**config.mk**
```make
export PLATFORM = sky130hd
export DESIGN_NAME = msx_reload_seq
export DESIGN_NICKNAME = d
export VERILOG_FILES = /design/src/rtl/msx_reload_seq.sv
export SDC_FILE = /design/constraint.sdc
export NUM_CORES = 1
export LEC_CHECK = 0
export BUFFER_PORTS_ARGS = -buffer_cell sky130_fd_sc_hd__buf_2
export CAP_MARGIN = 20
export CORE_MARGIN = 10
export CORE_UTILIZATION = 58
export CTS_CLUSTER_DIAMETER = 120
export CTS_CLUSTER_SIZE = 40
export DETAILED_ROUTE_END_ITERATION = 8
export PLACE_DENSITY = 0.89
export SYNTH_ARGS = -nofsm -noshare
export SYNTH_HDL_FRONTEND = slang
export SYNTH_SLANG_ARGS = --single-unit
```
**constraint.sdc**
```tcl
create_clock -name clk -period 3.6 [get_ports clk]
set_clock_uncertainty 0.1 [all_clocks]
set_input_delay 0.18 -clock clk [delete_from_list [all_inputs] [get_ports clk]]
set_output_delay 0.18 -clock clk [all_outputs]
set_load 0.02 [all_outputs]
```
**src/rtl/msx_reload_seq.sv**
```systemverilog
// ============================================================================
// Module   : msx_reload_seq
// Brief    : Cartridge reload sequencer: holds the MSX core in reset, flushes
//            changed slots, waits (bounded) for ROM images, publishes types.
// Revision : 1.0  initial release
// ============================================================================
`default_nettype none

module msx_reload_seq #(
    parameter int RESET_HOLD  = 1024,
    parameter int ROM_TIMEOUT = 10_000_000
) (
    input  logic       clk,
    input  logic       reset_n,
    input  logic       reload,
    input  logic       user_reset,
    input  logic [2:0] typ_a,
    input  logic [2:0] typ_b,
    input  logic       rom_a_loaded,
    input  logic       rom_b_loaded,
    output logic       msx_reset,
    output logic       busy,
    output logic [1:0] slot_flush,
    output logic [2:0] typ_a_act,
    output logic [2:0] typ_b_act,
    output logic       rom_timeout
);

    localparam int CW = 24;

    localparam logic [2:0] c_POR      = 3'd0;
    localparam logic [2:0] c_IDLE     = 3'd1;
    localparam logic [2:0] c_FLUSH    = 3'd2;
    localparam logic [2:0] c_HOLD     = 3'd3;
    localparam logic [2:0] c_WAIT_ROM = 3'd4;
    localparam logic [2:0] c_RELEASE  = 3'd5;

    localparam logic [2:0] c_TYP_ROM   = 3'd0;
    localparam logic [2:0] c_TYP_EMPTY = 3'd7;

    localparam logic [CW-1:0] c_HOLD_LOAD = CW'(RESET_HOLD - 1);
    localparam logic [CW-1:0] c_ROM_LOAD  = CW'(ROM_TIMEOUT - 1);

    logic [2:0]    r_state;
    logic          r_busy;
    logic [1:0]    r_flush;
    logic [2:0]    r_typ_a;
    logic [2:0]    r_typ_b;
    logic          r_timeout;
    logic [CW-1:0] r_cnt;
    logic          r_user_q;

    logic          w_trigger;
    logic [1:0]    w_changed;
    logic [1:0]    w_need;

    // POR behaves as a trigger on its first edge, so power-up reuses the reload path
    assign w_trigger = reload | (user_reset & ~r_user_q) | (r_state == c_POR);
    assign w_changed = {typ_b != r_typ_b, typ_a != r_typ_a};
    assign w_need    = {(r_typ_b == c_TYP_ROM) & ~rom_b_loaded,
                        (r_typ_a == c_TYP_ROM) & ~rom_a_loaded};

    always_ff @(posedge clk or negedge reset_n) begin
        if (!reset_n) begin
            r_state   <= c_POR;
            r_busy    <= 1'b1;
            r_flush   <= 2'b00;
            r_typ_a   <= c_TYP_EMPTY;
            r_typ_b   <= c_TYP_EMPTY;
            r_timeout <= 1'b0;
            r_cnt     <= '0;
            r_user_q  <= 1'b0;
        end else begin
            r_user_q <= user_reset;
            r_flush  <= 2'b00;
            if (w_trigger) begin
                // Restart from any state; mask is relative to the types currently applied
                r_flush   <= w_changed;
                r_typ_a   <= typ_a;
                r_typ_b   <= typ_b;
                r_timeout <= 1'b0;
                r_busy    <= 1'b1;
                r_state   <= c_FLUSH;
            end else begin
                case (r_state)
                    c_FLUSH: begin
                        r_cnt   <= c_HOLD_LOAD;
                        r_state <= c_HOLD;
                    end
                    c_HOLD: begin
                        if (r_cnt == '0) begin
                            if (w_need != 2'b00) begin
                                r_cnt   <= c_ROM_LOAD;
                                r_state <= c_WAIT_ROM;
                            end else begin
                                r_state <= c_RELEASE;
                            end
                        end else begin
                            r_cnt <= r_cnt - CW'(1);
                        end
                    end
                    c_WAIT_ROM: begin
                        if (w_need == 2'b00) begin
                            r_state <= c_RELEASE;
                        end else if (r_cnt == '0) begin
                            // Slots whose image never arrived are demoted to empty
                            r_timeout <= 1'b1;
                            if (w_need[0]) r_typ_a <= c_TYP_EMPTY;
                            if (w_need[1]) r_typ_b <= c_TYP_EMPTY;
                            r_state   <= c_RELEASE;
                        end else begin
                            r_cnt <= r_cnt - CW'(1);
                        end
                    end
                    c_RELEASE: begin
                        r_busy  <= 1'b0;
                        r_state <= c_IDLE;
                    end
                    c_IDLE: begin
                        r_state <= c_IDLE;
                    end
                    default: begin
                        r_busy  <= 1'b1;
                        r_state <= c_POR;
                    end
                endcase
            end
        end
    end

    assign msx_reset   = r_busy;
    assign busy        = r_busy;
    assign slot_flush  = r_flush;
    assign typ_a_act   = r_typ_a;
    assign typ_b_act   = r_typ_b;
    assign rom_timeout = r_timeout;

endmodule

`default_nettype wire

```
==> flow_metrics.py <==
metrics = {
    "floorplan": {
        "ios": 23,
        "die_area_um2": 6540,
        "core_um2": 3630,
        "rows": 22,
        "initial_core_util_pct": 59.2,
        "die_w_um": 80.9,
        "dieHeight_um": 80.9,
    },
    "timing": {
        "setup_ws_ns": 0.567,
        "fin_crit_sh_pct": 84.3,
        "timing.setup.tns_ns": 0,
        "maxSlewHeadroom_pct": 44.9,
        "finalHoldViolCount": 0,
        "worst_pin_slew_ns": 0.827,
        "grt_setup_unrepaired": "false",
        "finalCriticalPeriod_ns": 3.03,
        "finalMaxSlewViolations": 0,
        "finalSetupViolCount": 0,
        "clock.fmax_mhz": 330,
    },
    "synthesis": {
        "ys.flop_type": "dfrtp_1",
        "synth_top_cell_area_share_pct": 36.1,
        "yosys-top-cells-count": "dfrtp_1, a21oi_1, nand2_1, o21ai_0, o22a_1",
        "seq_area_frac_synth_pct": 44.6,
        "yosysTopAreaCell": "dfrtp_1",
        "synth-xor-area-share_pct": 2.44,
        "ys_ff_latch": 38,
        "syn_inst": 226,
        "synth_fa_ha_area_share_pct": 1.16,
        "synth_top_family_by_area": "simple AND/OR/NAND/NOR gates",
        "synthTopCellsByArea": "dfrtp_1, dfstp_2, a21oi_1",
        "async_flop_share_pct": 100,
        "netlist_area_um2": 2150,
        "avgSynthCellArea_um2": 9.51,
        "syn_nets": 240,
        "synth-simple-area-share_pct": 24.9,
        "synthMuxAreaShare_pct": 0.466,
        "yosys_warnings": 0,
        "synthDistinctLibCells": 48,
        "synth-compound-area-share_pct": 23.1,
        "yosysMostFrequentCell": "dfrtp_1",
        "synth-edff-count": 0,
    },
    "pwr": {
        "p_int_w": 0.000708,
        "p_total_w": 0.000966,
        "ir_drop_v": 0.000234,
        "clock_power_share_pct": 37.0,
        "power_density_nw_per_um2": 400,
        "seqPwrFrac_pct": 50.0,
        "sw_frac_of_total_pct": 26.8,
        "p_leak_nw": 1.01,
        "switchingPower_w": 0.000259,
        "power_frac_comb_pct": 13.0,
    },
    "global_route": {
        "grt_pass1_vias": 1794,
        "grt_pass1_wl_um": 8600,
        "grt-ovfl-total": 0,
        "antenna_found_initial": 0,
        "grt_use_total_pct": 16.4,
        "grt_max_degree": 39,
    },
    "setup_path": {
        "r2r-end": "r_cnt[21]",
        "crit_end": "r_cnt[21]",
        "worst_ep_arrival_time_ns": 3.14,
        "r2r-start": "r_cnt[0]",
        "crit_path_end_kind": "register",
        "crit_fanout": 26,
        "startpoint_type": "register",
        "rr_worst_depth": 9,
        "required_ns": 3.70,
        "startpoint": "r_cnt[0]",
        "critPathKind": "register to register",
        "r2r_setup_slack_ns": 0.57,
    },
    "cts": {
        "cts_tree": "built",
        "clock_latency_ns": 0.29,
        "ctsHoldBuffers": 2,
        "cts-resized-gates": 0,
        "cts_root_buf": "clkbuf_8",
        "cts_buffer_depth": 2,
        "cts.clk_slew.worst_paths_ns": 0.08,
        "cts_made_buffers": 5,
        "cts_sinks": 38,
        "htree_levels": 2,
        "post_cts_buffers": 0,
    },
    "placed_design": {
        "routabilityCongestion": 0.843,
        "post-place-ws_ns": 0.689,
        "io_buffer_count": 22,
        "hpwl_um": 3460,
    },
    "detailed_routing": {
        "vias_per_cell": 6.30,
        "routed_wirelength_um": 4950,
        "routedWlPerCell_um": 16.6,
        "drt_iter0_drc": 152,
        "drc_errors": 0,
        "dr_total_vias": 1876,
        "first_pass_iters": 4,
        "final_antenna_net_count": 0,
    },
    "run_status": {
        "status": "finished clean",
    },
    "layout": {
        "diodes": 0,
        "syn2layout_area_growth_pct": 12.5,
        "final_layout_size_suffix_gt1_share_pct": 19.6,
        "nets": 263,
    },
    "worst_hold_path": {
        "hp-class": "primary input to register",
        "min_path_cells": 2,
    },
    "run": {
        "cap_violations": 0,
    },
}
## critical path, cell delays in order, from the launching register on
cell     delay, ns
dfrtp_1       0.40
inv_1         0.12
ha_1          0.15
or4b_2        0.60
nor4_2        0.41
a32oi_1       0.23
o21ai_2       0.33
buf_4         0.32
o41ai_1       0.13
a21oi_1       0.16
## worst min path at each step
stage / endpoint / start
2_1_floorplan: r_cnt[0] / reset_n
6_report: typ_b_act[0] / typ_b[0]
3_5_place_dp: r_user_q / user_reset
4_1_cts: typ_b_act[0] / typ_b[0]
3_3_place_gp: r_user_q / user_reset
5_1_grt: typ_b_act[2] / typ_b[2]
## kinds of logic (layout without fill, tap and decap cells)
family                     after synthesis  in the layout
AOI/OAI and AO/OA                       76             76
buffers and inverters                   16             40
DFF                                     38             38
muxes                                    1              1
and+or+nand+nor                         87             87
xor gates and xnor gates                 6              6
adders and majority gates                2              2
## flip-flops by register name (all words and copies together), names as in the netlist
| signal | count |
|---|---|
| busy | 1 |
| r_cnt | 24 |
| r_state | 3 |
| r_user_q | 1 |
| rom_timeout | 1 |
| slot_flush | 2 |
| typ_a_act | 3 |
| typ_b_act | 3 |
## stage by stage
stage / hold slack (ns) / std cells / util (%) / cell area, um2
floorplan: -0.216 / 226 / - / 2150
global placement: 0.203 / 288 / 63.0 / 2290
detailed placement: 0.207 / 288 / 63.0 / 2290
CTS: 0.0439 / 298 / 66.5 / 2420
global route: 0.0499 / 298 / 66.5 / 2420
finish: 0.0488 / 298 / 66.5 / 2420
## area by class of cell
| type | instances | area (um2) |
|---|---|---|
| Inverter | 5 | 18.8 |
| Sequential cell | 38 | 960 |
| Multi-Input combinational cell | 172 | 1120 |
| Clock buffer | 5 | 68.8 |
| Clock inverter | 3 | 40.0 |
| Tap cell | 48 | 60.1 |
| Fill cell | 301 | 1220 |
| Timing Repair Buffer | 27 | 153 |
## cell usage in the layout (no fill, tap or decap), types with 3 or more instances in the layout
master | Yosys | final
a21oi_1 | 23 | 23
a31oi_1 | 3 | 3
and3_1 | 5 | 5
buf_2 | 1 | 22
buf_4 | 3 | 3
clkbuf_8 | 0 | 5
dfrtp_1 | 31 | 31
dfstp_2 | 7 | 7
inv_1 | 5 | 5
nand2_1 | 15 | 15
nand2b_1 | 3 | 3
nand3_1 | 6 | 6
nor2_1 | 9 | 9
nor3_1 | 7 | 7
nor4_1 | 6 | 6
o211ai_1 | 3 | 3
o21a_1 | 5 | 5
o21ai_0 | 15 | 15
o22a_1 | 12 | 12
o31ai_1 | 4 | 4
or3_1 | 9 | 9
or4_1 | 9 | 9
xnor2_1 | 6 | 6
## power groups by stage
stage / sequential, W / clock [W] / combinational [W]
after floorplan: 0.000495 / 0 / 0.0000728
after global placement: 0.000487 / 0 / 0.000120
after detailed placement: 0.000490 / 0 / 0.000125
after CTS: 0.000482 / 0.000362 / 0.000127
after global routing: 0.000488 / 0.000380 / 0.000142
final: 0.000483 / 0.000357 / 0.000126
## layer usage
layer	track usage, %	up-vias	routed length, um
met1	21.2	900	2170
li1	-	909	-
met3	3.64	14	262
met2	25.9	53	2370
met5	0	-	0
met4	6.75	0	137
(Power assumes the default switching activity.)
